$ cat config.mk
export PLATFORM = sky130hd
export DESIGN_NAME = cmp_scan_display_flat
export DESIGN_NICKNAME = d
export VERILOG_FILES = /design/src/rtl/cmp_disp_pkg.sv /design/src/rtl/cmp_scan_display_if.sv /design/src/rtl/cmp_scan_display_hex_to_seg.sv /design/src/rtl/cmp_scan_display.sv /design/src/flat_wrapper.sv
export SDC_FILE = /design/constraint.sdc
export NUM_CORES = 1
export LEC_CHECK = 0
export BUFFER_PORTS_ARGS = -buffer_cell sky130_fd_sc_hd__buf_4
export CAP_MARGIN = 5
export CORE_UTILIZATION = 35
export DETAILED_ROUTE_END_ITERATION = 8
export HOLD_SLACK_MARGIN = 0.1
export PLACE_DENSITY = 0.6
export SLEW_MARGIN = 20
export SYNTH_ARGS = -nofsm -noshare
export SYNTH_HDL_FRONTEND = slang
export SYNTH_SLANG_ARGS = --single-unit
$ cat constraint.sdc
create_clock -name clk -period 2.3 [get_ports clk]
set_clock_uncertainty 0.05 [all_clocks]
set_input_delay 0.46 -clock clk [delete_from_list [all_inputs] [get_ports clk]]
set_output_delay 0.46 -clock clk [all_outputs]
set_load 0.1 [all_outputs]
$ cat src/rtl/cmp_disp_pkg.sv
// Shared constants for the scanned compare-result display.
// Latency: n/a (constants only).
// Backpressure: n/a.
package cmp_disp_pkg;

  // Active-low segment patterns, bit order {g,f,e,d,c,b,a}
  localparam logic [6:0] SEG_BLANK = 7'b1111111;
  localparam logic [6:0] SEG_DASH  = 7'b0111111;
  localparam logic [6:0] SEG_G     = 7'b1000010;
  localparam logic [6:0] SEG_E     = 7'b0000110;
  localparam logic [6:0] SEG_L     = 7'b1000111;

  // One-hot compare codes {greater, equal, less}
  localparam logic [2:0] GEL_GT = 3'b100;
  localparam logic [2:0] GEL_EQ = 3'b010;
  localparam logic [2:0] GEL_LT = 3'b001;

  // Digit positions on the eight-digit strip
  typedef logic [2:0] dig_idx_t;
  localparam dig_idx_t DIG_A_HI = 3'd7;
  localparam dig_idx_t DIG_A_LO = 3'd6;
  localparam dig_idx_t DIG_B_HI = 3'd3;
  localparam dig_idx_t DIG_B_LO = 3'd2;
  localparam dig_idx_t DIG_SYM  = 3'd0;

endpackage

$ cat src/rtl/cmp_scan_display_if.sv
// Bundle of capture inputs and display pins.
// Latency: n/a (wiring only).
// Backpressure: none; load is a plain strobe.
interface cmp_scan_display_if;
  logic       load;
  logic [6:0] a;
  logic [6:0] b;
  logic [2:0] gel;
  logic [7:0] anode;
  logic [6:0] seg;
  logic       dp;

  modport master (output load, a, b, gel, input anode, seg, dp);
  modport slave  (input load, a, b, gel, output anode, seg, dp);
endinterface

$ cat src/rtl/cmp_scan_display_hex_to_seg.sv
// Combinational 4-bit hex digit to active-low 7-segment pattern.
// Latency: 0 cycles (pure logic).
// Backpressure: none.
module hex_to_seg (
  input  logic [3:0] i_nib,
  output logic [6:0] o_seg
);

  // Lookup table, {g,f,e,d,c,b,a} active-low
  always_comb begin
    o_seg = 7'b1111111;
    case (i_nib)
      4'h0: o_seg = 7'b1000000;
      4'h1: o_seg = 7'b1111001;
      4'h2: o_seg = 7'b0100100;
      4'h3: o_seg = 7'b0110000;
      4'h4: o_seg = 7'b0011001;
      4'h5: o_seg = 7'b0010010;
      4'h6: o_seg = 7'b0000010;
      4'h7: o_seg = 7'b1111000;
      4'h8: o_seg = 7'b0000000;
      4'h9: o_seg = 7'b0010000;
      4'hA: o_seg = 7'b0001000;
      4'hB: o_seg = 7'b0000011;
      4'hC: o_seg = 7'b1000110;
      4'hD: o_seg = 7'b0100001;
      4'hE: o_seg = 7'b0000110;
      4'hF: o_seg = 7'b0001110;
      default: o_seg = 7'b1111111;
    endcase
  end

endmodule

$ cat src/rtl/cmp_scan_display.sv
// Scanned eight-digit driver showing a, b in hex and the G/E/L compare symbol.
// Latency: 1 cycle from digit index or captured data to anode/seg pins.
// Backpressure: none; every load strobe is captured, last one wins.
module cmp_scan_display
  import cmp_disp_pkg::*;
#(
  parameter int unsigned REFRESH_DIV = 100000,
  parameter int unsigned BLINK_DIV   = 50000000
) (
  input  logic              clk,
  input  logic              rst_n,
  cmp_scan_display_if.slave bus
);

  localparam int PW = (REFRESH_DIV > 1) ? $clog2(REFRESH_DIV) : 1;
  localparam int BW = (BLINK_DIV > 1) ? $clog2(BLINK_DIV) : 1;
  localparam logic [PW-1:0] PRE_LAST = PW'(REFRESH_DIV - 1);
  localparam logic [BW-1:0] BLK_LAST = BW'(BLINK_DIV - 1);

  logic [PW-1:0] r_pre;
  dig_idx_t      r_idx;
  logic [BW-1:0] r_blk;
  logic          r_phase;
  logic [6:0]    r_a;
  logic [6:0]    r_b;
  logic [2:0]    r_gel;
  logic [7:0]    r_anode;
  logic [6:0]    r_seg;

  logic [3:0]    w_nib;
  logic [6:0]    w_hex;
  logic [6:0]    w_sym;
  logic [6:0]    w_seg_nxt;

  // Digit dwell prescaler; advances the scan index on terminal count
  always_ff @(posedge clk or negedge rst_n) begin
    if (!rst_n) begin
      r_pre <= '0;
      r_idx <= '0;
    end else if (r_pre == PRE_LAST) begin
      r_pre <= '0;
      r_idx <= r_idx + 3'd1;
    end else begin
      r_pre <= r_pre + PW'(1);
    end
  end

  // Free-running blink timebase; phase flips each half-period
  always_ff @(posedge clk or negedge rst_n) begin
    if (!rst_n) begin
      r_blk   <= '0;
      r_phase <= 1'b0;
    end else if (r_blk == BLK_LAST) begin
      r_blk   <= '0;
      r_phase <= ~r_phase;
    end else begin
      r_blk <= r_blk + BW'(1);
    end
  end

  // Operand and compare-code capture on the load strobe
  always_ff @(posedge clk or negedge rst_n) begin
    if (!rst_n) begin
      r_a   <= '0;
      r_b   <= '0;
      r_gel <= '0;
    end else if (bus.load) begin
      r_a   <= bus.a;
      r_b   <= bus.b;
      r_gel <= bus.gel;
    end
  end

  // Pick the nibble feeding the single hex decoder for the lit digit
  always_comb begin
    w_nib = 4'h0;
    case (r_idx)
      DIG_A_HI: w_nib = {1'b0, r_a[6:4]};
      DIG_A_LO: w_nib = r_a[3:0];
      DIG_B_HI: w_nib = {1'b0, r_b[6:4]};
      DIG_B_LO: w_nib = r_b[3:0];
      default:  w_nib = 4'h0;
    endcase
  end

  hex_to_seg u_hex (
    .i_nib (w_nib),
    .o_seg (w_hex)
  );

  // Compare symbol; equal blinks dark on the odd blink phase
  always_comb begin
    w_sym = SEG_DASH;
    case (r_gel)
      GEL_GT:  w_sym = SEG_G;
      GEL_EQ:  w_sym = r_phase ? SEG_BLANK : SEG_E;
      GEL_LT:  w_sym = SEG_L;
      default: w_sym = SEG_DASH;
    endcase
  end

  // Segment content for the current digit; unused positions stay blank
  always_comb begin
    w_seg_nxt = SEG_BLANK;
    case (r_idx)
      DIG_SYM:                               w_seg_nxt = w_sym;
      DIG_A_HI, DIG_A_LO, DIG_B_HI, DIG_B_LO: w_seg_nxt = w_hex;
      default:                               w_seg_nxt = SEG_BLANK;
    endcase
  end

  // Anode and segments registered together so they switch on one edge
  always_ff @(posedge clk or negedge rst_n) begin
    if (!rst_n) begin
      r_anode <= 8'hFF;
      r_seg   <= SEG_BLANK;
    end else begin
      r_anode <= ~(8'd1 << r_idx);
      r_seg   <= w_seg_nxt;
    end
  end

  assign bus.anode = r_anode;
  assign bus.seg   = r_seg;
  assign bus.dp    = 1'b1;

endmodule
$ cat src/flat_wrapper.sv
// flat-port wrapper written by rule: the top's interface ports become plain ports
module cmp_scan_display_flat import cmp_disp_pkg::*;
#(
  parameter int unsigned REFRESH_DIV = 100000,
  parameter int unsigned BLINK_DIV   = 50000000
)
  (clk, rst_n, bus_load, bus_a, bus_b, bus_gel, bus_anode, bus_seg, bus_dp);
  cmp_scan_display_if bus_i ();
  input  logic clk;
  input  logic rst_n;
  input wire logic [$bits(bus_i.load)-1:0] bus_load;
  input wire logic [$bits(bus_i.a)-1:0] bus_a;
  input wire logic [$bits(bus_i.b)-1:0] bus_b;
  input wire logic [$bits(bus_i.gel)-1:0] bus_gel;
  output wire logic [$bits(bus_i.anode)-1:0] bus_anode;
  output wire logic [$bits(bus_i.seg)-1:0] bus_seg;
  output wire logic [$bits(bus_i.dp)-1:0] bus_dp;
  assign bus_i.load = bus_load;
  assign bus_i.a = bus_a;
  assign bus_i.b = bus_b;
  assign bus_i.gel = bus_gel;
  assign bus_anode = bus_i.anode;
  assign bus_seg = bus_i.seg;
  assign bus_dp = bus_i.dp;
  cmp_scan_display #(.REFRESH_DIV(REFRESH_DIV), .BLINK_DIV(BLINK_DIV)) u_core (.clk(clk), .rst_n(rst_n), .bus(bus_i));
endmodule
### Word level (Yosys, flattened, before mapping)

Memory sizes are Yosys's and may differ from the RTL's.
Index checks and enable logic that the tools add are counted.

| word-level totals | value |
|---|---|
| bits in registers | 79 |
| memory bits (read-only) | 112 |
| bits of input ports | 20 |
| word-level logic and storage cells | 33 |
| memories | 1 |

| operators by class | value |
|---|---|
| $add $sub $neg | 3 |
| equal/unequal tests | 9 |
| shifts and indexed selects | 1 |
| multiplexer cells | 6 |
| bitwise gates (word level) | 2 |
| reductions and logical operators | 2 |

Memories:

| name | words | bits a word | read ports | clocked after memory_dff | write ports | RTL line | text |
|---|---|---|---|---|---|---|---|
| (no name shown) | 16 | 7 | 1 | 0 | 0 | cmp_scan_display_hex_to_seg.sv:12 | `case (i_nib)` |

Operators by type and width:

| cell | count |
|---|---|
| $add 26x1->26 const B | 1 |
| $eq 26x26->1 const B | 1 |
| $mux 26 | 1 |
| $pmux 7 s3 | 1 |
| $add 17x1->17 const B | 1 |
| $eq 17x17->1 const B | 1 |
| $mux 17 | 1 |
| $pmux 4 s4 | 1 |
| $pmux 7 s2 | 1 |
| $eq 3x2->1 const B | 3 |
| $eq 3x3->1 const B | 3 |
| $not 8->8 | 1 |
| $shl 1x3->8 const A | 1 |
| $mux 7 | 1 |
| $reduce_or 4->1 | 1 |
| $add 3x1->3 const B | 1 |
| $eq 3x1->1 const B | 1 |
| $logic_not 3->1 | 1 |
| $not 1->1 | 1 |

### Logic depth before layout (Yosys ltp)

Gate-level depths: netlist of the first run.
An unclocked memory read counts as a cell.

| logic depth | value |
|---|---|
| word-level depth | 4 |
| depth in mapped cells | 10 |

### By module

A second synthesis of the first run with hierarchy kept.

| second synthesis, totals | value |
|---|---|
| cell total of the unflattened synthesis | 353 |
| area total of the unflattened synthesis | 3916.3 µm² |

Modules (own cells, without submodules):

| module | instances | cells each | area an instance (µm²) | sequential area each (µm²) |
|---|---|---|---|---|
| cmp_scan_display | 1 | 321 | 3641.0 | 1995.7 |
| hex_to_seg | 1 | 32 | 275.3 | 0.0 |

### Worst setup path before layout of the first run

OpenSTA, ideal clock, no wires.

| timing path | value |
|---|---|
| path type | reg2reg |
| start point | register u_core.r_idx[0] |
| end point | register u_core.r_seg[0] (netlist: u_core.bus.seg[0]) |
| library setup time | 0.089 ns |
| data arrival time | 2.328 ns |
| data required time | 2.161 ns |
| slack | -0.166 ns |
| cell stages (with the launch flop) | 9 |
| path buffers | 0 |
| cells stage by stage | dfrtp_1 -> ha_1 -> ha_1 -> a222oi_1 -> inv_1 -> ha_1 -> and3_1 -> a211oi_1 -> o31ai_1 |

| between the ends | value |
|---|---|
| word-level cells in the longest chain between the ends | 4 |

Ends and longest elaborated chain:

| item | RTL line | text |
|---|---|---|
| start: declaration | cmp_scan_display.sv:21 | `dig_idx_t r_idx;` |
| start signal: assignment | cmp_scan_display.sv:42 | `r_idx <= r_idx + 3'd1;` |
| $eq 3x2->1 / $eq 3x3->1 (equally long branches) | cmp_scan_display.sv:77, cmp_scan_display.sv:105 |  |
| $pmux 4 s4 | cmp_scan_display.sv:77 | `case (r_idx)` |
| $mem_v2 16x7 | - |  |
| $pmux 7 s2 * | cmp_scan_display.sv:105 | `case (r_idx)` |
| net u_core.w_seg_nxt[0] | cmp_scan_display.sv:33 | `logic [6:0] w_seg_nxt;` |
| end signal: assignment | cmp_scan_display.sv:119 | `r_seg <= w_seg_nxt;` |
| end: declaration | cmp_scan_display.sv:28 | `logic [6:0] r_seg;` |

Mark *: on every way through the listed nets, which the timed path passes. The rest lies on a longest branch.
A chain may end at the register's enable or synchronous reset.

### Worst setup path in the final report of the first run

| timing path | value |
|---|---|
| start point | register u_core.r_idx[0] |
| end point | register u_core.r_seg[3] (netlist: u_core.bus.seg[3]) |

The elaborated chain is that of the path after synthesis.

==> run metrics, run 1 <==
outcome complete, no violations; EDFF count, synth 0; PD cells 663 nW/um^2; post-layout util 43.8%; Max Cap Violations 0; Post-Route Setup TNS 0 ns; slack of the critical path 0.104 ns; share of the synthesized area in the top cell type 40.0%; ys async rst share 100%; Total GRT Usage 14.5%; most frequent cell after synthesis dfrtp_1; Reg power frac 46.1%; clock group share of total power 45.3%; Main synth FF type dfrtp_1; Starting Density 36.5%; Placement Setup Slack -0.0858 ns; CTS H-tree depth 3; count of different cell masters after synthesis 58; reg2reg setup slack 0.10 ns; Synth Warn # 0; die width 109 um; P_leak 2.04 nW; Setup-failing EPs final 0; worst r2r src u_core.r_idx[0]; largest net degree at the start of global routing 48; initial antenna violation count 0; CP most frequent cell ha_4; Tightest Pin Transition 0.583 ns; kind of critical path flip-flop to flip-flop; CTS tree built; worst flop-to-flop path endpoint u_core.bus.seg[3]; routed vias 2830; sw power 0.800 mW; Ports 36; Post-Syn Instances 356; fmax 455 MHz; Initial DRT Pass Iterations 5; wire per inst 14.8 um; internal power 2.39 mW; DP Wirelength 5610 um; hold depth 2; Cell Area, Synth 4010 um^2; total gr overflow 0; Die Y-Extent 109 um; Comb pwr share 8.6%; worst-skew pair later-pin latency 0.34 ns; Worst-path clk slew 0.06 ns; post-route ant nets 0; I/O Buffers 34; Final Critical Period 2.20 ns; Mapped Nets 391; Worst Path Required 2.49 ns; most instantiated cells after synthesis 64 x dfrtp_1, 25 x nand2_1, 21 x mux2_2; peak supply drop 394 uV; Layout Nets 431; Syn-to-layout area delta 20.0%; syn_area_per_cell 11.3 um^2; fraction of layout cells with a size suffix above 1 30.9%; Max clock buf depth 2; vias in the first global route 2821; gpl congestion 0.939; Startpoint Class flip-flop; Post-route DRC 0; Switching Fraction 25.1%; Ant. Diodes 0; wirelength, routed 8000 um; clock root buffer clkbuf_16; row count 38; Seq/Total Area, Yosys 49.8%; top cells by area, synth dfrtp_1 40%, dfstp_2 9.8%, mux2_2 5.9%; Setup crit end kind flip-flop; Worst R2R Path Depth 9; crit-path max FO 6; Clock Sinks 79; relative slew slack 61.0%; Yosys reg bits 79; first-pass GRT wire length 13300 um; WHS Endpoint u_core.r_b[4]; cts bufs inserted 9; die area 11900 um^2; slowest CP cell dfrtp_2; CP Cell Sequence ha_4 -> ha_4 -> a222oi_1 -> buf_4 -> inv_1 -> ha_1 -> and3_1 -> mux2i_1 -> o211ai_1; largest area contributor in the netlist dfrtp_1; Slowest Stage Delay on Critical Path 0.44 ns; 1st-iter DRT viols 135; fin crit share 95.5%; HP Class input port to flip-flop; DR vias/cell 5.23; Hold Startpoint bus_b[4]; core footprint 11000 um^2; Fin. Hold Viols 0; Max Slew Vio Count 0; Worst EP arrival 2.39 ns
==> kinds of logic after synthesis <==
family,synth area share (%)
flip-flops,49.8
multiplexers,7.90
AND/OR/NAND/NOR,19.1
AO/OA/AOI/OAI,8.37
buffers and inverters,3.68
XOR/XNOR,6.34
other,0.0936
adder cells (fa/ha/maj),4.68
==> worst max-delay path, delay by kind of cell (launching register included) <==
family          cells  cell delay, ns
compound gates      2            0.46
simple gates        1            0.15
fa+ha+maj           3            0.56
mux                 1            0.15
flops               1            0.44
buf+inv             2            0.27
==> layout make-up <==
| class | count | area [um^2] |
|---|---|---|
| sequential | 79 | 2000 |
| tap | 140 | 175 |
| fill | 1004 | 6180 |
| inverter | 8 | 30.0 |
| multi-input combinational | 250 | 1920 |
| clock inverter | 7 | 81.3 |
| timing repair buffer | 48 | 375 |
| clock buffer | 9 | 225 |
==> worst max-delay path by stage <==
stage                               start           endpoint  cells after the start
after detailed placement  u_core.r_idx[0]  u_core.bus.seg[3]                      9
after floorplan           u_core.r_idx[0]  u_core.bus.seg[3]                      9
after global routing      u_core.r_idx[0]  u_core.bus.seg[3]                     10
after global placement    u_core.r_idx[1]  u_core.bus.seg[3]                      8
after CTS                 u_core.r_idx[0]  u_core.bus.seg[2]                      7
final                     u_core.r_idx[0]  u_core.bus.seg[3]                      9
==> metrics by stage <==
step	instances	area, um^2	total power [mW]	hold WS, ns
after floorplan	356	4030	1.68	0.114
after global placement	522	4430	1.77	0.372
after detailed placement	522	4430	1.77	0.381
after CTS	540	4760	3.22	0.286
after global routing	541	4810	3.30	0.293
final	541	4810	3.19	0.295
==> metal layers <==
| layer | vias up | routed length, um | GRT usage (%) |
|---|---|---|---|
| li1 | 1365 | - | - |
| met1 | 1371 | 3630 | 18.6 |
| met2 | 83 | 3840 | 23.2 |
| met3 | 11 | 386 | 2.33 |
| met4 | 0 | 144 | 8.30 |
| met5 | - | 0 | 0 |
==> layout by cell type (no fill, tap or decap), drive strengths merged, types with 10 or more instances in the layout <==
master / n
a21oi: 11
buf: 47
dfrtp: 64
dfstp: 15
ha: 15
inv: 10
mux2: 21
nand2: 25
nand3: 14
nand4: 14
nor2: 20
xnor2: 14
xor2: 15
==> power groups by stage <==
stage | clock [mW] | combinational (mW) | sequential [mW]
after detailed placement | 0 | 0.275 | 1.50
after global placement | 0 | 0.272 | 1.50
after global routing | 1.54 | 0.290 | 1.48
final | 1.44 | 0.274 | 1.47
after floorplan | 0 | 0.0766 | 1.60
after CTS | 1.47 | 0.277 | 1.47
==> state kept, by name, summed over array words and instances (netlist names) <==
| name | cells |
|---|---|
| u_core.bus.anode | 8 |
| u_core.r_gel | 3 |
| u_core.r_phase | 1 |
| u_core.r_pre | 17 |
| u_core.bus.seg | 7 |
| u_core.r_idx | 3 |
| u_core.r_blk | 26 |
| u_core.r_b | 7 |
| u_core.r_a | 7 |
==> repair_timing <==
action,CTS,global route
endpoints found under the hold margin,28,0
pin swaps,1,1
gates cloned,0,0
buffers inserted,1,1
resized for setup,0,13
hold buffers,1,0
endpoints found under the setup margin,4,5
No activity file was read; power rests on OpenSTA's default activity.
==> run 2, diff against run 1 <==
--- a/config.mk
+++ b/config.mk
@@ -7,10 +7,10 @@
 export LEC_CHECK = 0
 export BUFFER_PORTS_ARGS = -buffer_cell sky130_fd_sc_hd__buf_4
 export CAP_MARGIN = 5
-export CORE_UTILIZATION = 35
+export CORE_UTILIZATION = 54
 export DETAILED_ROUTE_END_ITERATION = 8
 export HOLD_SLACK_MARGIN = 0.1
-export PLACE_DENSITY = 0.6
+export PLACE_DENSITY = 0.82
 export SLEW_MARGIN = 20
 export SYNTH_ARGS = -nofsm -noshare
 export SYNTH_HDL_FRONTEND = slang
==> run 2 against run 1 <==
  * Sequential power about the same
  * First-iteration DRC count down 16%
  * Setup slack better by 0.054 ns
  * Global-route usage up 8.6 points
  * Via count up 0.74%
  * Critical path depth down 1
  * Sequential share of layout area up 1.1 points
  * Worst hold slack worse by 0.012 ns
  * Sequential cell count unchanged
  * Critical path type unchanged
  * Critical endpoint is now u_core.bus.seg[1]
  * Highest routed layer unchanged
==> run metrics, run 2 (same netlist as run 1, synthesis figures left out) <==
Ant. Diodes 0 (unchanged); Fin. Hold Viols 0 (unchanged); Worst setup startpoint u_core.r_idx[1] (was u_core.r_idx[0]); Initial DRT Pass Iterations 4 (was 5); critical path endpoint u_core.bus.seg[1] (was u_core.bus.seg[3]); hold depth 2 (unchanged); Syn-to-layout area delta 16.8% (was 20.0%); reg2reg setup slack 0.16 ns (was 0.10 ns); post-route ant nets 0 (unchanged); I/O Buffers 34 (unchanged); initial antenna violation count 0 (unchanged); peak supply drop 447 uV (was 394 uV); first-pass GRT wire length 13600 um (was 13300 um); Layout Nets 431 (unchanged); wirelength, routed 8150 um (was 8000 um); max reg flops 26 (unchanged); Clock Sinks 79 (unchanged); slack of the critical path 0.158 ns (was 0.104 ns); vias in the first global route 2832 (was 2821); Startpoint Class flip-flop (unchanged); total gr overflow 0 (unchanged); Max Slew Vio Count 0 (unchanged); design area 4680 um^2 (was 4810 um^2); routed vias 2851 (was 2830); HP Class input port to flip-flop (unchanged); Placement Setup Slack -0.0192 ns (was -0.0858 ns); placed inst area 4370 um^2 (was 4430 um^2); Total GRT Usage 23.1% (was 14.5%); Final Critical Period 2.14 ns (was 2.20 ns); Max clock buf depth 2 (unchanged); crit-path max FO 6 (unchanged); Starting Density 55.5% (was 36.5%); Worst Path Required 2.54 ns (was 2.49 ns); CTS tree built (unchanged); DR vias/cell 5.70 (was 5.23); relative slew slack 58.5% (was 61.0%); Worst EP arrival 2.38 ns (was 2.39 ns); worst-skew pair later-pin latency 0.36 ns (was 0.34 ns); commonest non-fill, non-tap cell in the layout dfrtp_1 (unchanged); Hold Startpoint bus_b[3] (was bus_b[4]); Tightest Pin Transition 0.622 ns (was 0.583 ns); cts bufs inserted 9 (unchanged); Setup crit end kind flip-flop (unchanged); outcome complete, no violations (unchanged); worst r2r src u_core.r_idx[1] (was u_core.r_idx[0]); fmax 467 MHz (was 455 MHz); kind of critical path flip-flop to flip-flop (unchanged); row count 31 (was 38); wire per inst 16.3 um (was 14.8 um); fraction of layout cells with a size suffix above 1 30.4% (was 30.9%); Setup-failing EPs final 0 (unchanged); worst flop-to-flop path endpoint u_core.bus.seg[1] (was u_core.bus.seg[3]); Post-route DRC 0 (unchanged); Worst R2R Path Depth 8 (was 9); WHS 0.283 ns (was 0.295 ns); fin crit share 93.1% (was 95.5%); largest net degree at the start of global routing 45 (was 48); 1st-iter DRT viols 114 (was 135); Ports 36 (unchanged); fin cells 500 (was 541); Worst-path clk slew 0.08 ns (was 0.06 ns); Max Cap Violations 0 (unchanged); DP Wirelength 5760 um (was 5610 um); most frequent cells in the layout 63 x dfrtp_1, 46 x buf_4, 25 x nand2_1 (was 61 x dfrtp_1, 46 x buf_4, 25 x nand2_1); P_leak 2.01 nW (was 2.04 nW); die area 7770 um^2 (was 11900 um^2); core footprint 7210 um^2 (was 11000 um^2); die width 88.1 um (was 109 um); clock root buffer clkbuf_8 (was clkbuf_16); Tot Pwr 3.00 mW (was 3.19 mW); dpl cells 480 (was 522); PD cells 642 nW/um^2 (was 663 nW/um^2); CTS H-tree depth 3 (unchanged); Top reg by flops u_core.r_blk (unchanged); Die Y-Extent 88.1 um (was 109 um); gpl congestion 0.854 (was 0.939)
==> run 2: changes by cell type in the layout (fill, tap and decap cells not counted), moves of 2 or more <==
cell	delta
clkbuf_16	-9
clkbuf_8	+9
bufinv_16	+2
clkinv_4	-2
dfrtp_1	+2
dfrtp_2	-2
==> run 2: how the worst min path moves through the flow <==
stage / end / slack, ns
2_1_floorplan: u_core.r_a[0] / 0.11
3_3_place_gp: u_core.r_blk[0] / 0.39
3_5_place_dp: u_core.r_b[6] / 0.40
4_1_cts: u_core.r_b[0] / 0.27
5_1_grt: u_core.r_b[0] / 0.28
6_report: u_core.r_b[3] / 0.28
==> run 2: cell type report <==
cell class / count / area (um^2)
fillers: 577 / 2530
flip-flops and latches: 79 / 2000
multi-input cells: 250 / 1910
repair buffers: 48 / 375
clock buffers: 9 / 124
well taps: 99 / 124
clock inverters: 7 / 120
inverters: 8 / 30.0
==> run 2: through the flow <==
step | utilization, % | setup TNS, ns
6_report | 64.9 | 0
5_1_grt | 64.9 | -0.00563
3_5_place_dp | 60.6 | -0.0264
2_1_floorplan | - | 0
4_1_cts | 64.3 | 0
3_3_place_gp | 60.6 | 0
==> run 2: metal layers <==
layer	track usage (%)	vias to the layer above	wire (um)
met5	0	-	0
met4	8.94	0	190
met1	31.0	1421	3790
met2	36.5	47	3960
met3	5.47	19	216
li1	-	1364	-
==> run 2: critical path: stages, from the launching register on <==
cell	delay (ns)
dfrtp_1	0.42
ha_2	0.22
ha_2	0.21
a22oi_1	0.24
o21ai_2	0.16
buf_4	0.17
ha_1	0.21
mux2_2	0.28
o21ai_1	0.12
==> run 2: report_power, final <==
group | switching (mW) | total (mW) | internal [mW] | leakage [nW]
Clock | 0.532 | 1.26 | 0.724 | 0.120
Sequential | 0.0276 | 1.47 | 1.44 | 0.983
Combinational | 0.188 | 0.277 | 0.0894 | 0.906
Total | 0.747 | 3.00 | 2.26 | 2.01
==> run 2: repair_timing <==
action | CTS | global route
pin swaps | 1 | 1
buffers inserted | 1 | 2
endpoints found under the hold margin | 29 | 0
hold buffers | 1 | 0
gates resized for setup | 2 | 8
setup endpoints to repair | 4 | 6
